File: src/rtl/pkg_stream_sink.sv
// Receive-side endpoint for the 512-bit packet stream: applies a ready pattern,
// checks framing/sequence/length/keep and collects packet, beat, error and latency stats.
module pkg_stream_sink #(
   parameter int DATA_W = 512,
   parameter int CNT_W  = 32,
   localparam int KEEP_W = DATA_W / 8
) (
   input  logic              clock,
   input  logic              reset,
   input  logic              io_start,
   input  logic [31:0]       io_first_seq,
   input  logic [15:0]       io_expect_beats,
   input  logic [CNT_W-1:0]  io_expect_pkts,
   input  logic [7:0]        io_stall_mask,
   input  logic              io_data_in_valid,
   output logic              io_data_in_ready,
   input  logic [DATA_W-1:0] io_data_in_bits_data,
   input  logic [KEEP_W-1:0] io_data_in_bits_keep,
   input  logic              io_data_in_bits_last,
   output logic [CNT_W-1:0]  io_pkt_count,
   output logic [CNT_W-1:0]  io_beat_count,
   output logic [CNT_W-1:0]  io_err_count,
   output logic [2:0]        io_err_flags,
   output logic [CNT_W-1:0]  io_first_latency,
   output logic              io_busy,
   output logic              io_done
);

   typedef enum logic [1:0] {S_IDLE, S_HEAD, S_BODY, S_DONE} state_t;

   state_t            state_reg, state_next, close_state;
   logic [2:0]        idx_reg, idx_next;
   logic              ready_reg, ready_next;
   logic [31:0]       exp_seq_reg, rx_seq_reg;
   logic [15:0]       exp_beats_reg;
   logic [CNT_W-1:0]  exp_pkts_reg;
   logic [CNT_W-1:0]  pkt_count_reg, beat_count_reg, err_count_reg;
   logic [CNT_W-1:0]  lat_cnt_reg, first_latency_reg, beat_idx_reg;
   logic [2:0]        err_flags_reg;
   logic              got_first_reg, pkt_err_reg;

   logic              busy, start_ok, fire, in_head, last, close_pkt;
   logic [31:0]       seq_in, rx_seq_now;
   logic [CNT_W-1:0]  beat_idx_new, beats_cfg, pkt_count_inc;
   logic              seq_bad, keep_bad, overrun, len_bad, beat_err;
   logic              unused_data;

   function automatic logic [CNT_W-1:0] sat_inc(input logic [CNT_W-1:0] v);
      return (&v) ? v : v + CNT_W'(1);
   endfunction

   assign busy          = (state_reg == S_HEAD) || (state_reg == S_BODY);
   assign start_ok      = io_start && ((state_reg == S_IDLE) || (state_reg == S_DONE));
   assign fire          = io_data_in_valid && ready_reg;
   assign in_head       = (state_reg == S_HEAD);
   assign last          = io_data_in_bits_last;
   assign close_pkt     = fire && last;
   assign seq_in        = io_data_in_bits_data[DATA_W-1 -: 32];
   assign unused_data   = ^io_data_in_bits_data[DATA_W-33:0];
   assign rx_seq_now    = in_head ? seq_in : rx_seq_reg;
   assign beat_idx_new  = in_head ? CNT_W'(1) : sat_inc(beat_idx_reg);
   assign beats_cfg     = CNT_W'(exp_beats_reg);
   assign pkt_count_inc = sat_inc(pkt_count_reg);

   // Last beat must be a nonzero run of ones from bit 0; earlier beats must be full.
   assign keep_bad = last ? ((io_data_in_bits_keep == '0) ||
                             ((io_data_in_bits_keep & (io_data_in_bits_keep + KEEP_W'(1))) != '0))
                          : (io_data_in_bits_keep != '1);
   assign seq_bad  = in_head && (seq_in != exp_seq_reg);
   assign overrun  = !last && (beat_idx_new > beats_cfg);
   assign len_bad  = last && (beat_idx_new != beats_cfg);
   assign beat_err = seq_bad || keep_bad || overrun || len_bad;

   always_comb begin
      state_next  = state_reg;
      close_state = (pkt_count_inc == exp_pkts_reg) ? S_DONE : S_HEAD;
      idx_next    = idx_reg;
      io_busy     = busy;
      io_done     = (state_reg == S_DONE);
      case (state_reg)
         S_IDLE, S_DONE: if (io_start) state_next = (io_expect_pkts == '0) ? S_DONE : S_HEAD;
         S_HEAD:         if (fire) state_next = last ? close_state : S_BODY;
         S_BODY:         if (close_pkt) state_next = close_state;
         default:        state_next = S_IDLE;
      endcase
      if (start_ok)
         idx_next = 3'd0;
      else if (busy)
         idx_next = idx_reg + 3'd1;
      // Ready is precomputed for the next cycle so it never looks at valid.
      ready_next = ((state_next == S_HEAD) || (state_next == S_BODY)) && io_stall_mask[idx_next];
   end

   always_ff @(posedge clock) begin
      if (!reset) begin
         state_reg         <= S_IDLE;
         idx_reg           <= '0;
         ready_reg         <= 1'b0;
         exp_seq_reg       <= '0;
         rx_seq_reg        <= '0;
         exp_beats_reg     <= '0;
         exp_pkts_reg      <= '0;
         pkt_count_reg     <= '0;
         beat_count_reg    <= '0;
         err_count_reg     <= '0;
         lat_cnt_reg       <= '0;
         first_latency_reg <= '0;
         beat_idx_reg      <= '0;
         err_flags_reg     <= '0;
         got_first_reg     <= 1'b0;
         pkt_err_reg       <= 1'b0;
      end else begin
         state_reg <= state_next;
         idx_reg   <= idx_next;
         ready_reg <= ready_next;
         if (start_ok) begin
            exp_seq_reg       <= io_first_seq;
            exp_beats_reg     <= io_expect_beats;
            exp_pkts_reg      <= io_expect_pkts;
            pkt_count_reg     <= '0;
            beat_count_reg    <= '0;
            err_count_reg     <= '0;
            lat_cnt_reg       <= '0;
            first_latency_reg <= '0;
            beat_idx_reg      <= '0;
            err_flags_reg     <= '0;
            got_first_reg     <= 1'b0;
            pkt_err_reg       <= 1'b0;
         end else begin
            // The start edge is latency 0, so a beat on the following edge reports 1.
            if (busy && !got_first_reg) begin
               if (fire) begin
                  first_latency_reg <= sat_inc(lat_cnt_reg);
                  got_first_reg     <= 1'b1;
               end else begin
                  lat_cnt_reg <= sat_inc(lat_cnt_reg);
               end
            end
            if (fire) begin
               beat_count_reg <= sat_inc(beat_count_reg);
               beat_idx_reg   <= beat_idx_new;
               err_flags_reg  <= err_flags_reg | {keep_bad, overrun || len_bad, seq_bad};
               if (in_head)
                  rx_seq_reg <= seq_in;
               if (last) begin
                  pkt_count_reg <= pkt_count_inc;
                  if (pkt_err_reg || beat_err)
                     err_count_reg <= sat_inc(err_count_reg);
                  exp_seq_reg <= rx_seq_now + 32'd1;
                  pkt_err_reg <= 1'b0;
               end else begin
                  pkt_err_reg <= pkt_err_reg || beat_err;
               end
            end
         end
      end
   end

   assign io_data_in_ready = ready_reg;
   assign io_pkt_count     = pkt_count_reg;
   assign io_beat_count    = beat_count_reg;
   assign io_err_count     = err_count_reg;
   assign io_err_flags     = err_flags_reg;
   assign io_first_latency = first_latency_reg;

endmodule

File: config.mk
export PLATFORM = sky130hd
export DESIGN_NAME = pkg_stream_sink
export DESIGN_NICKNAME = d
export VERILOG_FILES = /design/src/rtl/pkg_stream_sink.sv
export SDC_FILE = /design/constraint.sdc
export NUM_CORES = 1
export LEC_CHECK = 0
export BUFFER_PORTS_ARGS = -buffer_cell sky130_fd_sc_hd__buf_2
export CORE_AREA = 2 2 313 315
export DETAILED_ROUTE_END_ITERATION = 16
export DIE_AREA = 0 0 315 317
export GPL_ROUTABILITY_DRIVEN = 0
export GPL_TIMING_DRIVEN = 0
export PLACE_DENSITY_LB_ADDON = 0.08
export SYNTH_ARGS = -nofsm -noshare
export SYNTH_HDL_FRONTEND = slang
export SYNTH_SLANG_ARGS = --single-unit
File: constraint.sdc
create_clock -name clock -period 7.15 [get_ports clock]
set_input_delay 0.715 -clock clock [delete_from_list [all_inputs] [get_ports clock]]
set_output_delay 0.715 -clock clock [all_outputs]
set_load 0.05 [all_outputs]
==> results of run 1 <==
==> routing by layer <==
layer	GRT usage, %	vias up	share of wire, %
met3	2.85	93	5.2
met5	0	-	0
li1	-	9342	-
met4	3.98	0	2.0
met2	31.0	573	49
met1	22.1	9215	44
==> logic make-up after synthesis <==
| group | after synthesis | synth area share (%) |
|---|---|---|
| compound gates | 436 | 14.8 |
| xor+xnor | 225 | 10.8 |
| fa+ha+maj | 26 | 1.78 |
| buf+inv | 190 | 4.10 |
| flops | 315 | 34.5 |
| mux | 58 | 3.24 |
| simple gates | 1176 | 30.7 |
==> power groups by stage <==
| stage | Clock (mW) | Sequential, mW | Combinational [mW] |
|---|---|---|---|
| after CTS | 2.34 | 1.82 | 0.537 |
| after detailed placement | 0 | 1.86 | 0.535 |
| after global placement | 0 | 1.86 | 0.534 |
| after floorplan | 0 | 1.86 | 0.258 |
| final | 2.25 | 1.82 | 0.528 |
| after global routing | 2.40 | 1.83 | 0.573 |
==> repair_timing <==
action,in CTS,in global routing
gates resized for setup,2,2
endpoints found under the setup margin,35,1
pin swaps,0,0
hold buffers,0,0
==> cells in the mapped netlist (all sizes together), types with 25 or more instances <==
cell	number
nand4	83
nor2	254
a211oi	38
a21oi	171
nand3	132
nor4	55
nor3	62
and3	45
xor2	101
or3	58
ha	26
clkbuf	114
mux2i	49
nand2	405
buf	25
inv	51
xnor2	124
a31oi	29
o21ai	90
dfxtp	315
==> final timing paths <==
path	start	end	slack, ns	cells past startpoint
hold / removal	io_expect_beats[12]	exp_beats_reg[12]$_SDFFE_PN0P_	0.39	3
setup / recovery	state_reg[1]$_SDFF_PN0_	io_err_count[1]$_SDFFE_PP0P_	0.49	21
setup reg to reg	state_reg[1]$_SDFF_PN0_	io_err_count[1]$_SDFFE_PP0P_	0.49	21
hold reg to reg	rx_seq_reg[29]$_SDFFE_PN0P_	rx_seq_reg[29]$_SDFFE_PN0P_	0.45	2
==> worst max-delay path, stage by stage (launching register included) <==
cell and delay (ns):
dfxtp_1 0.34, inv_1 0.09, ha_1 0.21, clkbuf_1 0.39
clkbuf_1 0.41, buf_2 0.58, clkbuf_2 0.49, clkbuf_2 0.49
clkbuf_1 0.50, nor2_1 0.18, ha_1 0.33, and4_1 0.22
nand4_1 0.14, nor3_1 0.22, a41o_1 0.12, a31oi_1 0.07
nor4_1 0.48, nand3_2 0.32, o21ai_4 0.43, buf_6 0.22
mux2i_1 0.20, nor2_1 0.05
==> area by class of cell <==
type | instances | area share, %
multi-input combinational | 1921 | 48.9
sequential | 315 | 27.5
timing repair buffer | 322 | 7.04
tap | 1276 | 6.96
clock buffer | 58 | 5.42
buffer | 138 | 2.43
clock inverter | 17 | 0.900
inverter | 51 | 0.835
antenna | 3 | 0.0327
==> metrics.yaml, run 1 <==
ir_drop_v: 0.000143
routedWlPerCell_um: 21.9
synth.avg_cell_area_um2: 7.53
p_leak_nw: 8.05
vias_per_cell: 4.69
fin_cells: 4101
cts_tree: "built"
skew_ns: 0.0352
min_period_ns: 6.66
grt_usage_pct: 17.5
whs_ns: 0.386
final_core_util_pct: 23.8
synthToLayoutAreaGrowth_pct: 25.6
place_area_um2: 21500
grt_pass1_vias: 18818
ys_ff_latch: 315
post-cts-setup-buffers: 0
synth_top_cells_by_area: "dfxtp_1 35%, nand2_1 8.3%, xnor2_1 5.9%"
syn_nets: 3121
hold_viol: 0
yosysSeqAreaShare_pct: 34.5
finalCritPeriodShare_pct: 93.2
setup_tns_ns: 0
antenna_found_initial: 6
gr-total-overflow: 0
pwr-share-clk_pct: 49.0
maxCapViolCount: 0
combPwrFrac_pct: 11.5
n_fill_cell: 10802
clockBufferDepth: 3
hold_path_class: "input port to register"
die_y_um: 317
swShare_pct: 28.1
timing.fmax_ghz: 0.150
power.density_nw_per_um2: 201
synth_top_area_cell: "dfxtp_1"
start_util_pct: 19.0
worstSetupEndpointType: "register"
pre_cts_slack_ns: -0.820
h-tree-depth: 2
cts_num_sinks: 315
num_rows: 114
path_clk_slew_ns: 0.06
grt_pass1_wl_mm: 130
dp_hpwl_mm: 71.4
drive_above_1_share_pct: 15.6
core_um2: 96300
dp.cells: 4024
slew_viol_final: 0
cts_buffers: 42
layout_common_cells: "405 x nand2_1, 331 x buf_2, 315 x dfxtp_1"
io_buffers: 321
die_x_um: 315
cts-root-buf: "clkbuf_16"
ios: 803
critical_path_class: "register to register"
drt-initial-drc-count: 1142
multiInputGateArea_um2: 11200
p_total_mw: 4.61
firstDrtPassIters: 5
netSwitchingPower_mw: 1.29
num_vias: 19223
finalSetupViolCount: 0
finalWirelength_mm: 89.9
regArea_um2: 6310
post-route-drc-count: 0
cp.arrival_ns: 7.11
ys.warnings.count: 0
yosysTopAreaCellShare_pct: 34.5
syn_inst: 2426
final_common_cell: "nand2_1"
ys_types: 74
fin_nets: 3486
worst_pin_slew_ns: 1.18
crit_path_start_kind: "register"
ys.flop_type: "dfxtp_1"
clk_latency_ns: 0.59
status: "finished, final reports clean"
postRouteAntennaNets: 0
synth-edff-count: 0
grt_start_max_net_pins: 20
p_int_mw: 3.31
power_frac_seq_pct: 39.6
maxSlewHeadroom_pct: 20.5
fin_area_um2: 22900
rsz0062_at_grt: "no"
syn_area_um2: 18300
synthArstFlopShare_pct: 0
crit_fanout: 19
dieArea_um2: 99900
required_ns: 7.60
fin_ws_ns: 0.485
No activity file was read; power rests on OpenSTA's default activity.
==> run 2: changes to the inputs <==
--- a/config.mk
+++ b/config.mk
@@ -12,6 +12,7 @@
 export GPL_ROUTABILITY_DRIVEN = 0
 export GPL_TIMING_DRIVEN = 0
 export PLACE_DENSITY_LB_ADDON = 0.08
+export RECOVER_POWER = 100
 export SYNTH_ARGS = -nofsm -noshare
 export SYNTH_HDL_FRONTEND = slang
 export SYNTH_SLANG_ARGS = --single-unit
==> metrics.yaml, run 2 (synthesis results as in run 1) <==
required_ns: 7.59
slowest_stage: "buf_2"
fin_area_um2: 22700
fin_ws_ns: 0.542
io_buffers: 321
cp_top_family: "buffers and inverters"
worst_pin_slew_ns: 1.18
cts_num_sinks: 315
ios: 803
final_core_util_pct: 23.6
power.density_nw_per_um2: 202
hold_path_class: "input port to register"
min_period_ns: 6.61
dieArea_um2: 99900
die_y_um: 317
critical_path_class: "register to register"
cts-root-buf: "clkbuf_16"
p_leak_nw: 7.45
num_vias: 19208
skew_ns: 0.0334
grt_usage_pct: 17.5
status: "finished, final reports clean"
num_rows: 114
die_x_um: 315
cp_slowest_stage_delay_ns: 0.57
ir_drop_v: 0.000138
path_clk_slew_ns: 0.06
core_um2: 96300
timing.fmax_ghz: 0.151
worstReg2RegStart: "state_reg[1]$_SDFF_PN0_"
maxSlewHeadroom_pct: 21.3
h-tree-depth: 2
antenna_found_initial: 3
pre_cts_slack_ns: -0.820
cp.arrival_ns: 7.05
hold_buffers: 0
cts_buffers: 42
grt_pass1_vias: 18818
hold_viol: 0
grt_start_max_net_pins: 20
grt_pass1_wl_mm: 130
finalSetupViolCount: 0
worstHoldStart: "io_expect_beats[12]"
firstDrtPassIters: 5
fin_nets: 3486
crit_buf_inv: 8
synthToLayoutAreaGrowth_pct: 24.6
final_common_cell: "nand2_1"
worstSetupEndpointType: "register"
postRouteAntennaNets: 0
path_cells: "inv_1 -> ha_1 -> clkbuf_1 -> clkbuf_1 -> buf_2 -> clkbuf_2 -> clkbuf_2 -> clkbuf_1 -> nor2_1 -> ha_1 -> and4_1 -> nand4_1 -> nor3_1 -> a41o_1 -> a31oi_1 -> nor4_1 -> nand3_2 -> o21ai_4 -> buf_6 -> mux2i_1 -> nor2_1"
maxCapViolCount: 0
startpoint: "state_reg[1]$_SDFF_PN0_"
rsz0062_at_grt: "no"
finalWirelength_mm: 90.1
drive_above_1_share_pct: 10.7
reg2reg_setup_slack_ns: 0.54
crit_fanout: 19
start_util_pct: 19.0
place_area_um2: 21500
slew_viol_final: 0
vias_per_cell: 4.68
crit_top_cell: "clkbuf_1"
finalCritPeriodShare_pct: 92.4
dp_hpwl_mm: 71.4
setup_tns_ns: 0
post-route-drc-count: 0
clockBufferDepth: 3
routedWlPerCell_um: 22.0
crit_path_start_kind: "register"
gr-total-overflow: 0
clk_latency_ns: 0.58
drt-initial-drc-count: 1213
layout_common_cells: "405 x nand2_1, 315 x dfxtp_1, 256 x clkbuf_1"
cts_tree: "built"
post-cts-setup-buffers: 0
-- run 2: cell types whose count changed in the layout (fill, tap and decap cells not counted), sizes merged --
cell	before	now
buf	346	205
clkbuf	172	313
-- run 2: power breakdown --
part	leakage, nW	internal (mW)	total [mW]	switching [mW]
Clock	0.724	1.36	2.25	0.892
Sequential	2.55	1.79	1.82	0.0303
Combinational	4.17	0.161	0.526	0.366
-- run 2: repair_timing --
item / in CTS / in global routing
gates resized for setup: 2 / 2
gates cloned: 0 / 0
endpoints found under the setup margin: 35 / 1
pin swaps: 0 / 0
-- run 2: final timing paths --
kind / endpoint / depth (start not counted)
max: io_err_count[1]$_SDFFE_PP0P_ / 21
min: exp_beats_reg[12]$_SDFFE_PN0P_ / 3
max reg2reg: io_err_count[1]$_SDFFE_PP0P_ / 21
min reg2reg: rx_seq_reg[29]$_SDFFE_PN0P_ / 2
-- run 2: area by class of cell --
class,instances,area (µm²)
Antenna cell,3,7.51
Buffer,138,554
Clock buffer,58,1240
Clock inverter,17,206
Fill cell,10857,73500
Inverter,51,191
Multi-Input combinational cell,1921,11200
Sequential cell,315,6310
Tap cell,1276,1600
Timing Repair Buffer,322,1450
-- run 2: metal layers --
metal  track usage [%]  share of wire (%)
met1              22.1                 43
met2              31.0                 49
met3              2.85                5.5
met4              3.98                2.2
met5                 0                  0
-- run 2: tightest hold or removal path, stage by stage --
cell and delay [ns]:
buf_2 0.10, nand2_1 0.05, a21oi_1 0.05
-- run 2: per-stage QoR --
| step | std cells | hold slack, ns | total power, mW |
|---|---|---|---|
| 6_report | 4101 | 0.386 | 4.60 |
| 5_1_grt | 4099 | 0.383 | 4.80 |
| 4_1_cts | 4098 | 0.357 | 4.70 |
| 3_5_place_dp | 4024 | 0.448 | 2.40 |
| 3_3_place_gp | 4023 | 0.443 | 2.40 |
| 2_1_floorplan | 2426 | 0.434 | 2.12 |
==> run 3: changes to the inputs <==
--- a/config.mk
+++ b/config.mk
@@ -5,10 +5,11 @@
 export SDC_FILE = /design/constraint.sdc
 export NUM_CORES = 1
 export LEC_CHECK = 0
+export ABC_AREA = 1
 export BUFFER_PORTS_ARGS = -buffer_cell sky130_fd_sc_hd__buf_2
-export CORE_AREA = 2 2 313 315
+export CORE_AREA = 2 2 310 312
 export DETAILED_ROUTE_END_ITERATION = 16
-export DIE_AREA = 0 0 315 317
+export DIE_AREA = 0 0 312 314
 export GPL_ROUTABILITY_DRIVEN = 0
 export GPL_TIMING_DRIVEN = 0
 export PLACE_DENSITY_LB_ADDON = 0.08
==> metrics.yaml, run 3 <==
slowest_stage: "clkbuf_1"
ir_drop_v: 0.000158
place_area_um2: 23700
die_y_um: 314
ys.warnings.count: 0
start_util_pct: 21.7
dp_hpwl_mm: 82.2
finalSetupViolCount: 0
clockBufferDepth: 3
clk_latency_ns: 0.63
crit_path_start_kind: "register"
grt_usage_pct: 20.0
p_total_mw: 7.27
finalWirelength_mm: 100
synth-edff-count: 0
gr-total-overflow: 0
hold_path_class: "input port to register"
path_cells: "inv_1 -> ha_1 -> buf_6 -> clkinvlp_2 -> clkbuf_1 -> clkbuf_1 -> clkbuf_1 -> clkbuf_1 -> o21ai_0 -> nor2_1 -> ha_1 -> a21oi_1 -> o21a_1 -> nand2_1 -> nand2_1 -> nand3_1 -> nand2_1 -> and3_1 -> nand3b_1 -> nor2_1 -> nand3_4 -> buf_4 -> nand3_1 -> a21oi_2"
fin_area_um2: 24900
vias_per_cell: 4.56
yosys.area_share.simple_pct: 37.4
final_common_cell: "nand2_1"
synth_top_area_cell: "dfxtp_1"
status: "finished, final reports clean"
power.density_nw_per_um2: 291
timing.fmax_ghz: 0.173
skew_ns: 0.0308
maxSlewHeadroom_pct: 19.3
slew_viol_final: 0
cp.arrival_ns: 6.23
core_um2: 94400
cp_slowest_stage_delay_ns: 0.71
crit_fanout: 10
postRouteAntennaNets: 0
path_clk_slew_ns: 0.06
hold_viol: 0
cts_num_sinks: 315
grt_start_max_net_pins: 13
required_ns: 7.62
syn_nets: 3986
dieArea_um2: 98000
die_x_um: 312
synthToLayoutAreaGrowth_pct: 21.8
drt-initial-drc-count: 1533
yosysMostFrequentCell: "nand2_1"
ys_types: 51
num_rows: 113
num_vias: 22615
synthMuxAreaShare_pct: 0.147
fin_nets: 4354
finalCritPeriodShare_pct: 80.6
cts-root-buf: "clkbuf_16"
ys_ff_latch: 315
cts_resized: 0
worstSetupEndpointType: "register"
synth_compound_area_share_pct: 15.6
cts_tree: "built"
final_core_util_pct: 26.4
worst_pin_slew_ns: 1.20
post-route-drc-count: 0
io_buffers: 321
ios: 803
synth_adder_area_share_pct: 1.59
cts_buffers: 45
setup_tns_ns: 0
hold_buffers: 0
synth_top_cells_by_area: "dfxtp_1 31%, nand2_1 14%, nor2_1 9.1%"
routedWlPerCell_um: 20.2
syn_area_um2: 20500
synth_commonest_cells: "773 x nand2_1, 496 x nor2_1, 350 x inv_1"
syn_inst: 3291
antenna_found_initial: 23
firstDrtPassIters: 6
synth_top_family_by_area: "simple AND/OR/NAND/NOR gates"
synth.avg_cell_area_um2: 6.22
ys.flop_type: "dfxtp_1"
h-tree-depth: 2
critical_path_class: "register to register"
rsz0062_at_grt: "no"
synthArstFlopShare_pct: 0
min_period_ns: 5.76
yosysSeqAreaShare_pct: 30.8
drive_above_1_share_pct: 11.4
layout_common_cells: "773 x nand2_1, 503 x nor2_1, 350 x inv_1"
synthXorXnorAreaFrac_pct: 5.18
p_leak_nw: 9.90
grt_pass1_wl_mm: 146
yosysTopAreaCellShare_pct: 30.8
post-cts-setup-buffers: 0
maxCapViolCount: 0
crit_top_cell: "clkbuf_1"
grt_pass1_vias: 22030
## run 3: kinds of logic after synthesis
group | after synthesis
DFF | 315
adders and majority gates | 26
and+or+nand+nor | 1765
muxes | 3
AOI/OAI and AO/OA | 583
xor gates and xnor gates | 121
buffers and inverters | 478
## run 3: report_power, final
group	switching (mW)	internal [mW]	total (mW)	leakage [nW]
registers	0.224	2.04	2.27	2.56
clock network	0.947	1.40	2.35	0.742
logic	1.91	0.738	2.65	6.59
total	3.09	4.18	7.27	9.90
## run 3: final timing paths
path | from | to | slack, ns | depth (start not counted)
worst min-delay path | io_first_seq[13] | exp_seq_reg[13]$_SDFFE_PN0P_ | 0.36 | 3
worst min register to register | io_err_flags[0]$_SDFFE_PP0P_ | io_err_flags[0]$_SDFFE_PP0P_ | 0.45 | 2
worst max-delay path | state_reg[1]$_SDFF_PN0_ | io_err_count[29]$_SDFFE_PP0P_ | 1.39 | 24
worst max register to register | state_reg[1]$_SDFF_PN0_ | io_err_count[29]$_SDFFE_PP0P_ | 1.39 | 24
## run 3: cell type report
| class | count | area [µm²] |
|---|---|---|
| diodes | 7 | 17.5 |
| plain buffers | 116 | 546 |
| clock buffers | 65 | 1330 |
| clock inverters | 13 | 169 |
| fillers | 11057 | 69500 |
| inverters | 362 | 1360 |
| multi-input cells | 2498 | 12200 |
| flip-flops and latches | 315 | 6310 |
| well taps | 1265 | 1580 |
| repair buffers | 321 | 1440 |
## run 3: stage by stage
stage	hold slack, ns	std cells	worst slack (ns)
final	0.362	4962	1.39
after global routing	0.358	4959	0.868
after CTS	0.325	4955	1.94
after detailed placement	0.439	4877	1.99
after global placement	0.437	4877	1.93
after floorplan	0.435	3291	3.61
## run 3: critical path: cells and delay by family (launching register included)
kind            cells  cell delay (ns)
buf+inv             8             2.73
flops               1             0.40
compound gates      4             0.52
simple gates       10             1.40
fa+ha+maj           2             0.50
## run 3: layer usage
layer | vias up | track usage (%) | routed length, µm
met2 | 676 | 32.9 | 45600
met5 | - | 0 | 22
met1 | 10356 | 26.8 | 46400
li1 | 11451 | - | -
met4 | 4 | 6.44 | 2880
met3 | 128 | 2.89 | 5290
